[src/rtl/dmem_arbiter.sv]
// ============================================================================
// Module   : dmem_arbiter
// Shares the single-ported data memory between instruction fetch and
// load/store, with LS lane selection, data alignment and error detection.
// Revision : 1.0
// ============================================================================
`timescale 1ns/1ps
`default_nettype none

module dmem_arbiter #(
   parameter int ADDR_LIMIT = 1024,
   parameter int STARVE_MAX = 4
) (
   input  logic        clk,
   input  logic        reset,
   input  logic        if_req,
   input  logic [31:0] if_addr,
   output logic        if_gnt,
   output logic        if_rvalid,
   output logic [31:0] if_rdata,
   input  logic        ls_req,
   input  logic        ls_we,
   input  logic [31:0] ls_addr,
   input  logic [1:0]  ls_size,
   input  logic        ls_unsigned,
   input  logic [31:0] ls_wdata,
   output logic        ls_gnt,
   output logic        ls_rvalid,
   output logic [31:0] ls_rdata,
   output logic        ls_err,
   output logic [31:0] mem_addy,
   output logic [31:0] mem_datain,
   output logic        mem_wen,
   output logic        mem_ren,
   output logic [3:0]  mem_byte_selector,
   input  logic [31:0] mem_dataout
);

   localparam int          CW       = (STARVE_MAX < 1) ? 1 : $clog2(STARVE_MAX + 1);
   localparam logic [CW-1:0] CNT_MAX = CW'(STARVE_MAX);
   localparam logic [31:0] LIMIT_W  = 32'(ADDR_LIMIT);

   typedef enum logic {IDLE = 1'b0, ISSUE = 1'b1} state_t;

   state_t        state_q, state_d;
   logic [CW-1:0] cnt_q, cnt_d;
   logic          owner_ls_q, owner_ls_d;
   logic          we_q, we_d;
   logic          err_q, err_d;
   logic [1:0]    off_q, off_d;
   logic [1:0]    size_q, size_d;
   logic          uns_q, uns_d;
   logic          if_gnt_q, if_gnt_d;
   logic          ls_gnt_q, ls_gnt_d;
   logic          wen_q, wen_d;
   logic          ren_q, ren_d;
   logic [3:0]    bsel_q, bsel_d;
   logic [31:0]   addy_q, addy_d;
   logic [31:0]   din_q, din_d;
   logic          if_rvalid_q, if_rvalid_d;
   logic [31:0]   if_rdata_q, if_rdata_d;
   logic          ls_rvalid_q, ls_rvalid_d;
   logic [31:0]   ls_rdata_q, ls_rdata_d;
   logic          ls_err_q, ls_err_d;

   logic          if_win;
   logic          ls_misal, ls_oor, ls_bad;
   logic [3:0]    ls_bsel;
   logic [31:0]   ls_repl;
   logic [31:0]   ld_shift, ld_ext;
   logic          if_addr_unused;

   assign if_addr_unused = ^if_addr[1:0];
   assign if_win = if_req && (!ls_req || (cnt_q == CNT_MAX));

   // LS request decode, evaluated against the live inputs at arbitration.
   always_comb begin
      ls_misal = 1'b0;
      ls_bsel  = 4'h0;
      ls_repl  = ls_wdata;
      case (ls_size)
         2'd0: begin
            ls_bsel = 4'b0001 << ls_addr[1:0];
            ls_repl = {4{ls_wdata[7:0]}};
         end
         2'd1: begin
            ls_misal = ls_addr[0];
            ls_bsel  = 4'b0011 << ls_addr[1:0];
            ls_repl  = {2{ls_wdata[15:0]}};
         end
         2'd2: begin
            ls_misal = |ls_addr[1:0];
            ls_bsel  = 4'hF;
         end
         default: ls_misal = 1'b1;
      endcase
      ls_oor = {2'b00, ls_addr[31:2]} >= LIMIT_W;
      ls_bad = ls_misal || ls_oor;
   end

   always_comb begin
      ld_shift = mem_dataout >> {off_q, 3'b000};
      ld_ext   = mem_dataout;
      case (size_q)
         2'd0: ld_ext = uns_q ? {24'h0, ld_shift[7:0]}  : {{24{ld_shift[7]}},  ld_shift[7:0]};
         2'd1: ld_ext = uns_q ? {16'h0, ld_shift[15:0]} : {{16{ld_shift[15]}}, ld_shift[15:0]};
         default: ld_ext = mem_dataout;
      endcase
   end

   always_comb begin
      state_d     = state_q;
      cnt_d       = cnt_q;
      owner_ls_d  = owner_ls_q;
      we_d        = we_q;
      err_d       = err_q;
      off_d       = off_q;
      size_d      = size_q;
      uns_d       = uns_q;
      addy_d      = addy_q;
      din_d       = din_q;
      if_gnt_d    = 1'b0;
      ls_gnt_d    = 1'b0;
      wen_d       = 1'b0;
      ren_d       = 1'b0;
      bsel_d      = 4'h0;
      if_rvalid_d = 1'b0;
      if_rdata_d  = 32'h0;
      ls_rvalid_d = 1'b0;
      ls_rdata_d  = 32'h0;
      ls_err_d    = 1'b0;
      case (state_q)
         IDLE: begin
            if (!if_req || if_win) begin
               cnt_d = '0;
            end else if (cnt_q != CNT_MAX) begin
               cnt_d = cnt_q + 1'b1;
            end
            if (if_req || ls_req) begin
               state_d = ISSUE;
               if (if_win) begin
                  owner_ls_d = 1'b0;
                  if_gnt_d   = 1'b1;
                  ren_d      = 1'b1;
                  bsel_d     = 4'hF;
                  addy_d     = {2'b00, if_addr[31:2]};
                  din_d      = 32'h0;
               end else begin
                  owner_ls_d = 1'b1;
                  ls_gnt_d   = 1'b1;
                  we_d       = ls_we;
                  err_d      = ls_bad;
                  off_d      = ls_addr[1:0];
                  size_d     = ls_size;
                  uns_d      = ls_unsigned;
                  wen_d      = ls_we && !ls_bad;
                  ren_d      = !ls_we && !ls_bad;
                  bsel_d     = ls_bad ? 4'h0 : ls_bsel;
                  addy_d     = {2'b00, ls_addr[31:2]};
                  din_d      = ls_repl;
               end
            end
         end
         ISSUE: begin
            state_d = IDLE;
            if (owner_ls_q) begin
               ls_rvalid_d = 1'b1;
               ls_err_d    = err_q;
               ls_rdata_d  = (err_q || we_q) ? 32'h0 : ld_ext;
            end else begin
               if_rvalid_d = 1'b1;
               if_rdata_d  = mem_dataout;
            end
         end
         default: state_d = IDLE;
      endcase
   end

   always_ff @(posedge clk or posedge reset) begin
      if (reset) begin
         state_q <= IDLE;
      end else begin
         state_q <= state_d;
      end
   end

   always_ff @(posedge clk or posedge reset) begin
      if (reset) begin
         cnt_q       <= '0;
         owner_ls_q  <= 1'b0;
         we_q        <= 1'b0;
         err_q       <= 1'b0;
         off_q       <= 2'b00;
         size_q      <= 2'b00;
         uns_q       <= 1'b0;
         addy_q      <= 32'h0;
         din_q       <= 32'h0;
         if_gnt_q    <= 1'b0;
         ls_gnt_q    <= 1'b0;
         wen_q       <= 1'b0;
         ren_q       <= 1'b0;
         bsel_q      <= 4'h0;
         if_rvalid_q <= 1'b0;
         if_rdata_q  <= 32'h0;
         ls_rvalid_q <= 1'b0;
         ls_rdata_q  <= 32'h0;
         ls_err_q    <= 1'b0;
      end else begin
         cnt_q       <= cnt_d;
         owner_ls_q  <= owner_ls_d;
         we_q        <= we_d;
         err_q       <= err_d;
         off_q       <= off_d;
         size_q      <= size_d;
         uns_q       <= uns_d;
         addy_q      <= addy_d;
         din_q       <= din_d;
         if_gnt_q    <= if_gnt_d;
         ls_gnt_q    <= ls_gnt_d;
         wen_q       <= wen_d;
         ren_q       <= ren_d;
         bsel_q      <= bsel_d;
         if_rvalid_q <= if_rvalid_d;
         if_rdata_q  <= if_rdata_d;
         ls_rvalid_q <= ls_rvalid_d;
         ls_rdata_q  <= ls_rdata_d;
         ls_err_q    <= ls_err_d;
      end
   end

   assign if_gnt            = if_gnt_q;
   assign if_rvalid         = if_rvalid_q;
   assign if_rdata          = if_rdata_q;
   assign ls_gnt            = ls_gnt_q;
   assign ls_rvalid         = ls_rvalid_q;
   assign ls_rdata          = ls_rdata_q;
   assign ls_err            = ls_err_q;
   assign mem_addy          = addy_q;
   assign mem_datain        = din_q;
   assign mem_wen           = wen_q;
   assign mem_ren           = ren_q;
   assign mem_byte_selector = bsel_q;

endmodule

`default_nettype wire

[config.mk]
export PLATFORM = sky130hd
export DESIGN_NAME = dmem_arbiter
export DESIGN_NICKNAME = d
export VERILOG_FILES = /design/src/rtl/dmem_arbiter.sv
export SDC_FILE = /design/constraint.sdc
export NUM_CORES = 1
export LEC_CHECK = 0
export BUFFER_PORTS_ARGS = -buffer_cell sky130_fd_sc_hd__buf_4
export CORE_ASPECT_RATIO = 1.1
export CORE_UTILIZATION = 43
export CTS_CLUSTER_SIZE = 8
export DETAILED_ROUTE_END_ITERATION = 10
export GPL_ROUTABILITY_DRIVEN = 0
export PLACE_DENSITY = 0.73
export SLEW_MARGIN = 25
export SYNTH_ARGS = -nofsm -noshare
export SYNTH_HDL_FRONTEND = slang
export SYNTH_SLANG_ARGS = --single-unit
[constraint.sdc]
create_clock -name clk -period 8.6 [get_ports clk]
set_input_delay 0.86 -clock clk [delete_from_list [all_inputs] [get_ports clk]]
set_output_delay 0.86 -clock clk [all_outputs]
set_load 0.02 [all_outputs]
* Yosys cells after proc, flatten, opt, wreduce, memory -nomap -nowiden
Cells that the tools add are included.
** Storage, ports and cells
- Input bits :: 136
- Register bits :: 151
- Output and inout bits :: 139
- Logic and storage cells :: 90
** Operators by class
- Reduce and logical (&&, ||, !) cells :: 19
- Add/subtract/negate cells :: 1
- Shifts and indexed selects :: 3
- Eq/ne operators :: 5
- Magnitude comparators :: 1
- Multiplexer cells :: 39
- Bitwise gates (word level) :: 2
** Operator list (count)
- 32-bit two-way mux :: 8
- 32-bit case mux with 2 select lines :: 2
- 32-bit by 5-bit >> shifter with 16-bit output :: 1
- 30-bit by 11-bit greater-or-equal comparator with 1-bit output, second input constant :: 1
- 30-bit two-way mux :: 1
- 1-bit two-way mux :: 19
- 4-bit two-way mux :: 4
- 4-bit case mux with 3 select lines :: 1
- 3-bit two-way mux :: 2
- 1-bit logical OR :: 5
- 2-bit by 1-bit equality test with 1-bit output, second input constant :: 2
- 1-bit zero test :: 4
- 2-bit zero test :: 2
- 2-bit AND reduction :: 2
- 1-bit by 2-bit << shifter with 4-bit output, first input constant :: 1
- 2-bit by 2-bit << shifter with 4-bit output, first input constant :: 1
- 3-bit by 1-bit adder with 3-bit output, second input constant :: 1
- 3-bit equality test, second input constant :: 1
- 1-bit logical AND :: 3
- 3-bit != test, second input constant :: 1
- 1-bit case mux with 3 select lines :: 1
- 3-bit AND reduction :: 1
- 2-bit equality test, second input constant :: 1
- 1-bit inverter :: 2
- 3 further kinds :: 3

* Longest topological paths before layout
Gate-level depths: netlist of the first run.
- Word-level depth :: 8
- Gate-level depth with buffers :: 9
- Mapped depth without buffers :: 7

* Least setup slack after synthesis of the first run
Ideal clock, no wire load.
- Kind :: input -> register
- Start :: input if_req
- End :: register off_q[1]
- Arrival :: 2019 ps
- Required time :: 8475 ps
- Stages :: 4
- Setup time :: 125 ps
- Slack :: 6456 ps
- Cells stage by stage :: clkbuf_1 -> o21bai_2 -> a21oi_1 -> mux2_2
** Between the ends
- Longest elaborated chain between the ends :: 3
- Elaborated cells on any way between the ends :: 4
** Ends and longest elaborated chain
- start: declaration :: line 16 : input logic if_req,
- 1-bit logical AND :: line 74 : assign if_win = if_req && (!ls_req || (cnt_q == CNT_MAX));
- 1-bit inverter (no source line)
- 3-bit AND reduction (no source line) *
- end signal: assignment :: line 193 : off_q <= 2'b00;
- end signal: assignment :: line 213 : off_q <= off_d;
- end: declaration :: line 50 : logic [1:0] off_q, off_d;
Mark *: on every way between the ends. The rest lies on a longest branch, timed or not.
A chain may end at the register's enable or synchronous reset.

* Worst setup path after layout of the first run
- Start :: register off_q[1]
- End :: register ls_rdata_q[27] (netlist: ls_rdata[27])
** Between the ends
- Longest elaborated chain between the ends :: 6
- Elaborated cells on any way between the ends :: 7
** Ends and longest elaborated chain
- 32-bit by 5-bit >> shifter with 16-bit output * :: line 102 : ld_shift = mem_dataout >> {off_q, 3'b000};
- 32-bit two-way mux (on tied branches) :: line 106, 105
- 32-bit case mux with 2 select lines * :: line 104 : case (size_q)
- 32-bit two-way mux * :: line 169 : ls_rdata_d = (err_q || we_q) ? 32'h0 : ld_ext;
- 32-bit two-way mux * :: line 166 : if (owner_ls_q) begin
- 32-bit two-way mux * :: line 132 : case (state_q)
- net ls_rdata_d[27] :: line 63 : logic [31:0] ls_rdata_q, ls_rdata_d;
- end signal: assignment :: line 226 : ls_rdata_q <= ls_rdata_d;
- end: declaration :: line 63
The timed path passes the listed nets; every way through them passes the cells marked *.

==> results.toml, run 1 <==
[run_status]
run_status = "finished clean"

[setup_path]
critical_path.startpoint_type = "register"
rrSetupSlack_ns = 6.22
worstSetupPathType = "register to register"
cp.required_ns = 8.96
critical_path_arrival_ns = 2.74
cp_max_fo = 21
endpoint_kind = "register"
regToRegStartpoint = "off_q[1]$_DFFE_PP0P_"
timing.critical_path.from = "off_q[1]$_DFFE_PP0P_"
reg2regPathDepth = 5
crit-reg2reg-capture = "ls_rdata[27]$_DFF_PP0_"

[clock_network]
h-tree-depth = 4
clk-insertion-delay-late_ns = 0.42
cts.repair.resized = 0
cts-root-to-sink-buffers = 2
buffers_inserted_by_post_cts_timing_repair = 0
tritoncts_clock_tree = "done"
number_of_buffers_inserted_during_clock_tree_synthesis = 17
path_clk_slew_ns = 0.06
clk_root_buffer_cell = "clkbuf_16"
clock_sink_count = 149
ctsHoldBuffers = 0

[sta]
worst_pin_slew_ns = 1.01
timing.final.max_slew_violations = 0
shortest_clock_period_the_worst_path_allows_after_layout_ns = 2.38
period_share_pct = 27.6
finalSetupViolCount = 0
clock-skew-final_ns = 0.0143
clock.fmax_mhz = 421
tns_ns = 0
hold_viol = 0
rsz0062_at_grt = "no"
timing.max_slew.rel_slack_pct = 33.0

[synth]
post-synth-top-count-cell = "dfrtp_1"
synthDominantAreaCellType = "dfrtp_1"
synth_async_sr_flop_share_pct = 100
post_synth_main_area_contributors = "dfrtp_1 57%, mux2i_1 6.3%, nand2_1 6.1%"
share_of_synthesized_area_occupied_by_flip_flops_and_latches_pct = 57.0
synth_warnings = 0
post_synth_edffs = 0
yosys_most_used_dff = "dfrtp_1"
post_synth_num_cell_types = 43
avgSynthCellArea_um2 = 10.4
post_synth_most_frequent_cells = "149 x dfrtp_1, 107 x nand2_1, 55 x nor2_1, 41 x mux2i_1, 35 x and2_1"
syn-cell-area_mm2 = 0.00654
synth_top_area_share_pct = 57.0
syn-instance-count = 628
synth_seq_cells = 149

[worst_hold_path]
worstHoldPathCells = 2
hold_start = "mem_datain[16]$_DFFE_PP0P_"
hold_end = "mem_datain[16]$_DFFE_PP0P_"
hp-class = "register to register"

[finish]
final_layout_size_suffix_gt1_share_pct = 39.0
n_fill_cell = 1208
syn2layout_area_growth_pct = 41.7
n_antenna_cell = 0
layout.cells.non_filler = 1081
layout.nets = 1014

[grt]
grt_start_max_net_pins = 80
leftover_overflow_at_the_end_of_global_routing = 0
grt_antenna_before_repair = 0
grt_first_pass_wirelength_um = 31300
grt_usage_pct = 25.9
vias_in_the_first_global_route = 5829

[drt]
detail_route.iter0.violations = 334
detail_route.wirelength_um = 19500
detailedRoute.firstPassIterationCount = 5
post_detailed_route_via_to_cell_ratio = 5.26
drt-wirelength-per-cell_um = 18.1
detail-route-antenna-nets = 0
num_vias = 5690
drc_violations_left = 0

[power_and_ir_drop]
totalPowerFinal_uw = 2050
pwr_density_cell_mw_per_mm2 = 222
leakage_uw = 0.00481
worst_ir_drop_vdd_uv = 142

[floorplan]
chip_width_um = 120
dieHeight_um = 131
core_mm2 = 0.0146
rows = 46
ioPinCount = 275
initial_utilization_pct = 44.7
die_area_mm2 = 0.0157

[placement]
port_buffers = 270
dp_cells = 1048
hpwlAfterDp_um = 14300

[flow_run]
cap_viol_max_count = 0
## area by class of cell
type                    instances  area (µm²)  share of cell area (%)
well taps                     192         240                    2.59
clock buffers                  18         429                    4.63
clock inverters                14         154                    1.66
inverters                       9        41.3                   0.446
repair buffers                275        2090                    22.5
flip-flops and latches        149        3730                    40.2
multi-input cells             424        2580                    27.9
## worst max path at each step
stage | depth (start not counted) | slack [ns] | endpoint
after floorplan | 1 | 3.73 | cnt_q[0]$_DFFE_PP0P_
after global placement | 5 | 5.31 | mem_ren$_DFF_PP0_
after detailed placement | 6 | 5.99 | owner_ls_q$_DFFE_PP0P_
after CTS | 4 | 6.02 | ls_rdata[27]$_DFF_PP0_
after global routing | 5 | 6.11 | ls_rdata[27]$_DFF_PP0_
final | 5 | 6.22 | ls_rdata[27]$_DFF_PP0_
## sequential cells by signal (all words and copies together), names as in the netlist
| name | count |
|---|---|
| cnt_q | 3 |
| err_q | 1 |
| if_gnt | 1 |
| if_rdata | 32 |
| if_rvalid | 1 |
| ls_err | 1 |
| ls_gnt | 1 |
| ls_rdata | 32 |
| ls_rvalid | 1 |
| mem_addy | 30 |
| mem_byte_selector | 4 |
| mem_datain | 32 |
| mem_ren | 1 |
| mem_wen | 1 |
| off_q | 2 |
| owner_ls_q | 1 |
| size_q | 2 |
| state_q | 1 |
| uns_q | 1 |
| we_q | 1 |
## metrics by stage
stage	util, %	hold slack (ns)	worst slack [ns]	area (µm²)
floorplan	-	0.467	3.73	6540
global placement	59.1	0.458	5.31	8640
detailed placement	59.3	0.468	5.99	8670
CTS	63.3	0.482	6.02	9250
global route	63.4	0.508	6.11	9270
finish	63.4	0.478	6.22	9270
## report_power, final
part	internal [µW]	total, µW	switching [µW]	leakage [µW]
Combinational	213	482	269	0.00262
Sequential	774	841	66.8	0.00192
Clock	429	729	300	0.000277
Total	1420	2050	636	0.00481
## per-layer routing
metal / share of wire, % / global-route usage [%] / vias up
met1: 39 / 30.4 / 2724
met3: 7.9 / 6.55 / 32
li1: - / - / 2661
met5: 0 / 0 / -
met2: 51 / 45.0 / 273
met4: 2.4 / 10.1 / 0
## layout by cell type, fill, tap and decap left out, drive strengths merged
| master | n |
|---|---|
| a2111oi | 1 |
| a21bo | 1 |
| a21boi | 1 |
| a21o | 30 |
| a21oi | 17 |
| a221oi | 1 |
| a22o | 8 |
| a31oi | 31 |
| a32oi | 1 |
| and2 | 35 |
| and2b | 1 |
| and3 | 1 |
| and4 | 1 |
| buf | 275 |
| bufinv | 2 |
| clkbuf | 18 |
| clkinv | 7 |
| clkinvlp | 3 |
| conb | 2 |
| dfrtp | 149 |
| ha | 2 |
| inv | 11 |
| mux2 | 6 |
| mux2i | 41 |
| mux4 | 1 |
| nand2 | 108 |
| nand2b | 2 |
| nand3 | 9 |
| nand4 | 3 |
| nor2 | 55 |
| nor2b | 4 |
| nor3 | 1 |
| nor4 | 5 |
| o21ai | 27 |
| o21bai | 2 |
| o221a | 7 |
| o31ai | 18 |
| or3 | 2 |
## worst max-delay path, stage by stage, from the launching register on
cell and delay [ns]:
dfrtp_1 0.88, mux4_2 0.39, nand2b_2 0.09, a2111oi_4 0.62, buf_6 0.23, a21o_2 0.10
## logic make-up after synthesis
group                    count (synthesis)  synth area share, %
multiplexers                            48                 7.66
AND/OR/NAND/NOR                        227                 15.5
adder cells (fa/ha/maj)                  2                0.383
buffers and inverters                   56                 3.73
AO/OA/AOI/OAI                          145                 15.7
flip-flops                             149                 57.0
other                                    1               0.0574
Note: power is estimated with default switching activity, not from simulation.
==> inputs of run 2 (changes only) <==
Settings changed: ABC_AREA from default to 1.
Clock period 8.6 ns to 2.23 ns, I/O delays scaled along.
==> run 2 against run 1 <==
Worst hold slack got worse by 0.44 ns. Non-clock buffer count rose by 14. Area after synthesis rose by 0.98%. Synthesized cell count grew 22%. Wire length rose by 1.3%. Critical path type unchanged.
==> results.toml, run 2 <==
[run_status]
run_status = "finished clean"

[drt]
detail_route.iter0.violations = 350
drc_violations_left = 0
detailedRoute.firstPassIterationCount = 5
detail-route-antenna-nets = 0
drt-wirelength-per-cell_um = 16.0
detail_route.wirelength_um = 19800
post_detailed_route_via_to_cell_ratio = 5.06
num_vias = 6260

[power_and_ir_drop]
share_of_total_power_in_combinational_logic_pct = 26.8
clockPowerShare_pct = 34.8
worst_ir_drop_vdd_uv = 496
power.share.switching_pct = 32.0
p_sw_uw = 2710
leakage_uw = 0.00491
internal-power_uw = 5760
pwr_density_cell_mw_per_mm2 = 897
share_seq_of_total_power_pct = 38.5

[synth]
post_synth_most_frequent_cells = "154 x nand2_1, 149 x dfrtp_1, 95 x nor2_1, 80 x a21oi_1, 72 x o21ai_0"
syn-cell-area_mm2 = 0.00660
yosys_most_used_dff = "dfrtp_1"
synthDominantAreaCellType = "dfrtp_1"
post_synth_main_area_contributors = "dfrtp_1 56%, nand2_1 8.8%, a21oi_1 6.1%"
post-synth-top-count-cell = "nand2_1"
syn-instance-count = 765
post_synth_edffs = 0
synth_seq_cells = 149
avgSynthCellArea_um2 = 8.63
synth_async_sr_flop_share_pct = 100
share_of_synthesized_area_occupied_by_flip_flops_and_latches_pct = 56.5
post_synth_num_cell_types = 31
synth_top_area_share_pct = 56.5
synth_warnings = 0

[worst_hold_path]
worstHoldPathCells = 3
hp-class = "primary input to register"

[sta]
tns_ns = 0
hold_viol = 0
finalSetupViolCount = 0
worst_pin_slew_ns = 0.761
timing.final.max_slew_violations = 0
rsz0062_at_grt = "no"
clock-skew-final_ns = 0.00898
post-route-worst-setup-slack_ns = 0.424
timing.max_slew.rel_slack_pct = 49.1
shortest_clock_period_the_worst_path_allows_after_layout_ns = 1.81
period_share_pct = 81.0
fin_hold_ws_ns = 0.0399
clock.fmax_mhz = 554

[setup_path]
slowest_delay_ns = 0.41
reg2regPathDepth = 9
cp.required_ns = 2.58
critical_path.startpoint_type = "register"
critical_path_arrival_ns = 2.15
worstSetupPathType = "register to register"
rrSetupSlack_ns = 0.42
regToRegStartpoint = "cnt_q[0]$_DFFE_PP0P_"
worstPathCellList = "inv_1 -> ha_1 -> nand2_1 -> nand2_1 -> nand2_1 -> buf_4 -> inv_2 -> nand2_1 -> a21oi_1"
timing.critical_path.from = "cnt_q[0]$_DFFE_PP0P_"
critical_path_endpoint = "mem_addy[19]$_DFFE_PP0P_"
cpMaxStageDelayCell = "inv_2"
crit-reg2reg-capture = "mem_addy[19]$_DFFE_PP0P_"
critical_path.most_common_cell = "nand2_1"
cp_max_fo = 30
endpoint_kind = "register"

[floorplan]
dieHeight_um = 132
rows = 47
core_mm2 = 0.0150
initial_utilization_pct = 44.0
chip_width_um = 120
ioPinCount = 275
die_area_mm2 = 0.0159

[finish]
layout.nets = 1167
final_layout_size_suffix_gt1_share_pct = 34.3
final_cell_mix = "284 x buf_4, 154 x nand2_1, 149 x dfrtp_1, 95 x nor2_1, 80 x a21oi_1"
final_cell_area_mm2 = 0.00944
layout.cells.non_filler = 1238
syn2layout_area_growth_pct = 43.0
final_common_cell = "buf_4"
n_antenna_cell = 0

[flow_run]
cap_viol_max_count = 0

[placement]
port_buffers = 270
placed_area_mm2 = 0.00881
dp_cells = 1204
hpwlAfterDp_um = 14400
post-place-ws_ns = 0.418

[clock_network]
clock_sink_count = 149
tritoncts_clock_tree = "done"
cts.repair.resized = 0
cts-root-to-sink-buffers = 2
h-tree-depth = 4
buffers_inserted_by_post_cts_timing_repair = 0
clk-insertion-delay-late_ns = 0.42
clk_root_buffer_cell = "clkbuf_16"
number_of_buffers_inserted_during_clock_tree_synthesis = 17
path_clk_slew_ns = 0.06
ctsHoldBuffers = 2

[grt]
grt_start_max_net_pins = 68
vias_in_the_first_global_route = 6187
grt_usage_pct = 25.5
leftover_overflow_at_the_end_of_global_routing = 0
grt_antenna_before_repair = 0
grt_first_pass_wirelength_um = 31200
run 2: cell types whose count changed after synthesis, moves of 18 or more:
cell     delta
o21ai_1    +31
inv_1      +49
mux2i_1    -41
a21oi_1    +63
o21ai_0    +45
nor2_1     +40
o31ai_1    -18
a31oi_1    -24
nand2_1    +47
and2_1     -35
run 2: how the worst min path moves through the flow:
stage                    from                          to  slack (ns)
6_report                ls_we            we_q$_DFFE_PP0P_        0.04
5_1_grt        mem_dataout[0]       if_rdata[0]$_DFF_PP0_        0.05
4_1_cts                 ls_we            we_q$_DFFE_PP0P_        0.03
3_5_place_dp            reset  mem_datain[16]$_DFFE_PP0P_        0.41
3_3_place_gp            reset  mem_datain[16]$_DFFE_PP0P_        0.39
2_1_floorplan     ls_unsigned           uns_q$_DFFE_PP0P_        0.33
run 2: cells by family (layout without fill, tap and decap cells):
group                      Yosys count  in the layout  synth area share, %
other                                1              2               0.0568
xor gates and xnor gates             1              1                0.133
adders and majority gates            2              2                0.379
and+or+nand+nor                    300            300                 19.4
buffers and inverters              111            387                 7.43
AOI/OAI and AO/OA                  201            201                 16.1
DFF                                149            149                 56.5
run 2: per-layer routing:
metal | GRT usage, % | share of wire, % | up-vias
li1 | - | - | 2991
met1 | 30.5 | 38 | 2936
met2 | 42.8 | 50 | 296
met3 | 7.57 | 9.3 | 37
met4 | 10.1 | 2.6 | 0
met5 | 0 | 0 | -
run 2: power groups by stage:
stage | combinational, µW | clock (µW) | sequential, µW
finish | 2270 | 2950 | 3260
global route | 2470 | 3110 | 3300
CTS | 2280 | 2990 | 3260
detailed placement | 2280 | 0 | 3300
global placement | 2240 | 0 | 3290
floorplan | 954 | 0 | 3650
run 2: final cells by class:
cell class                 instances  area (µm²)
clock buffer                      21         460
clock inverter                    11         151
fill                            1367        5550
inverter                          66         259
multi-input combinational        506        2390
sequential                       149        3730
tap                              196         245
timing repair buffer             289        2210
run 2: stage by stage:
stage | util [%] | total power [µW]
2_1_floorplan | - | 4610
3_5_place_dp | 58.8 | 5570
6_report | 63.0 | 8470
5_1_grt | 63.0 | 8880
3_3_place_gp | 58.8 | 5540
4_1_cts | 63.0 | 8530
run 2: worst max-delay path, delay by kind of cell, from the launching register on:
kind / cells / cell delay, ns
fa+ha+maj: 1 / 0.15
buf+inv: 3 / 0.68
simple gates: 4 / 0.33
compound gates: 1 / 0.18
flops: 1 / 0.38
==> inputs of run 3 (changes only) <==
Clock period 2.23 ns to 1.7 ns, I/O delays scaled along.
==> run 3 against run 2 <==
Die area unchanged. Power is 30% higher. Sequential cell count stayed put. Critical path depth stayed put. Sequential power rose by 32%. First-iteration DRC count grew 19%. Critical path type unchanged. Largest cell class unchanged. Largest power group unchanged.
==> results.toml, run 3 (synthesis gave the netlist of run 2 again) <==
[power_and_ir_drop]
leakage_uw = 0.00511
pwr_density_cell_mw_per_mm2 = 1120
totalPowerFinal_uw = 11000
worst_ir_drop_vdd_uv = 727

[drt]
num_vias = 6455
detailroute.wirelength.met3_um = 1670
drc_violations_left = 0
top_layer = "met4"
detailedRoute.firstPassIterationCount = 5
length_of_routed_met2_wiring_um = 10300
drt-wirelength-per-cell_um = 16.0
detail_route.iter0.violations = 416
detail-route-antenna-nets = 0
detail_route.wirelength_um = 20400
drt-met1-wl_um = 7990
post_detailed_route_via_to_cell_ratio = 5.05

[sta]
hold_viol = 0
post-route-worst-setup-slack_ns = 0.137
period_share_pct = 92.0
timing.final.max_slew_violations = 0
clock-skew-final_ns = 0.00744
rsz0062_at_grt = "no"
tns_ns = 0
finalSetupViolCount = 0
clock.fmax_mhz = 640
shortest_clock_period_the_worst_path_allows_after_layout_ns = 1.56

[finish]
layout.cells.non_filler = 1278
syn2layout_area_growth_pct = 49.9
final_cell_mix = "287 x buf_4, 152 x nand2_1, 149 x dfrtp_1, 95 x nor2_1, 80 x a21oi_1"
n_antenna_cell = 0
postLayoutCoreUtil_pct = 66.0
final_layout_size_suffix_gt1_share_pct = 33.9
layout.nets = 1210
final_common_cell = "buf_4"

[clock_network]
h-tree-depth = 4
path_clk_slew_ns = 0.06
clk_root_buffer_cell = "clkbuf_16"
number_of_buffers_inserted_during_clock_tree_synthesis = 17
clock_sink_count = 149
tritoncts_clock_tree = "done"
clk-insertion-delay-late_ns = 0.42
buffers_inserted_by_post_cts_timing_repair = 0
cts-root-to-sink-buffers = 2

[placement]
post-place-ws_ns = 0.0863
port_buffers = 270
dp_cells = 1211
hpwlAfterDp_um = 14300

[setup_path]
rrSetupSlack_ns = 0.14
timing.critical_path.from = "cnt_q[0]$_DFFE_PP0P_"
critical_path.startpoint_type = "register"
critical_path_arrival_ns = 1.88
cp_max_fo = 8
worstSetupPathType = "register to register"
regToRegStartpoint = "cnt_q[0]$_DFFE_PP0P_"
cp.required_ns = 2.02
endpoint_kind = "register"

[floorplan]
core_mm2 = 0.0150
dieHeight_um = 132
die_area_mm2 = 0.0159
ioPinCount = 275
initial_utilization_pct = 44.0
rows = 47
chip_width_um = 120

[grt]
grt_start_max_net_pins = 86
grt_antenna_before_repair = 0
grt_first_pass_wirelength_um = 32500
grt_usage_pct = 26.4
leftover_overflow_at_the_end_of_global_routing = 0
vias_in_the_first_global_route = 6459

[flow_run]
cap_viol_max_count = 0

[worst_hold_path]
hold_start = "mem_dataout[1]"
hp-class = "primary input to register"

[run_status]
run_status = "finished clean"
-- run 3: cell count changes in the layout (fill, tap and decap cells not counted), moves of 2 or more --
cell,previous run,this run
clkbuf_1,2,0
clkbuf_16,17,19
buf_12,3,7
buf_4,284,287
nand2_1,154,152
dlygate4sd3_1,2,36
clkinv_4,5,1
clkinv_2,2,5
-- run 3: worst max-delay path: stages, from the launching register on --
cell and delay, ns:
dfrtp_1 0.35, inv_1 0.07, ha_1 0.19, nand2_1 0.07, nand2_2 0.07, nand2_4 0.09
nand2_1 0.14, inv_2 0.18, nand2_1 0.10, nor3_1 0.19
-- run 3: final timing paths --
check,depth (start not counted),to
min,3,if_rdata[1]$_DFF_PP0_
max reg2reg,9,mem_wen$_DFF_PP0_
max,9,mem_wen$_DFF_PP0_
min in group asynchronous,4,ls_rdata[15]$_DFF_PP0_
max in group asynchronous,4,mem_ren$_DFF_PP0_
min reg2reg,2,mem_datain[1]$_DFFE_PP0P_
-- run 3: layout make-up --
type,instances,area [µm²]
Timing Repair Buffer,332,2710
Multi-Input combinational cell,506,2400
Clock buffer,19,453
Sequential cell,149,3730
Fill cell,1290,5100
Clock inverter,10,109
Tap cell,196,245
Inverter,66,262
-- run 3: report_power, final --
group	total [µW]	switching, µW	internal [µW]	leakage (µW)
combinational	3150	1850	1300	0.00293
clock	3620	1420	2200	0.000276
sequential	4290	287	4000	0.00191
total	11000	3550	7490	0.00511
-- run 3: per-stage QoR --
step / cell area [µm²] / hold slack (ns)
finish: 9900 / 0.0123
global route: 9900 / 0.0182
CTS: 9840 / 0.000400
detailed placement: 8910 / 0.330
global placement: 8910 / 0.323
floorplan: 6610 / 0.280
-- run 3: layer usage --
metal	GRT usage, %	up-vias
met5	0	-
met4	10.0	0
met3	8.39	39
met2	44.1	282
met1	31.7	3066
li1	-	3068
-- run 3: timing repair --
action | in CTS | in global routing
endpoints found under the hold margin | 185 | 0
endpoints found under the setup margin | 0 | 27
hold buffers | 36 | 0
gates resized for setup | 0 | 4
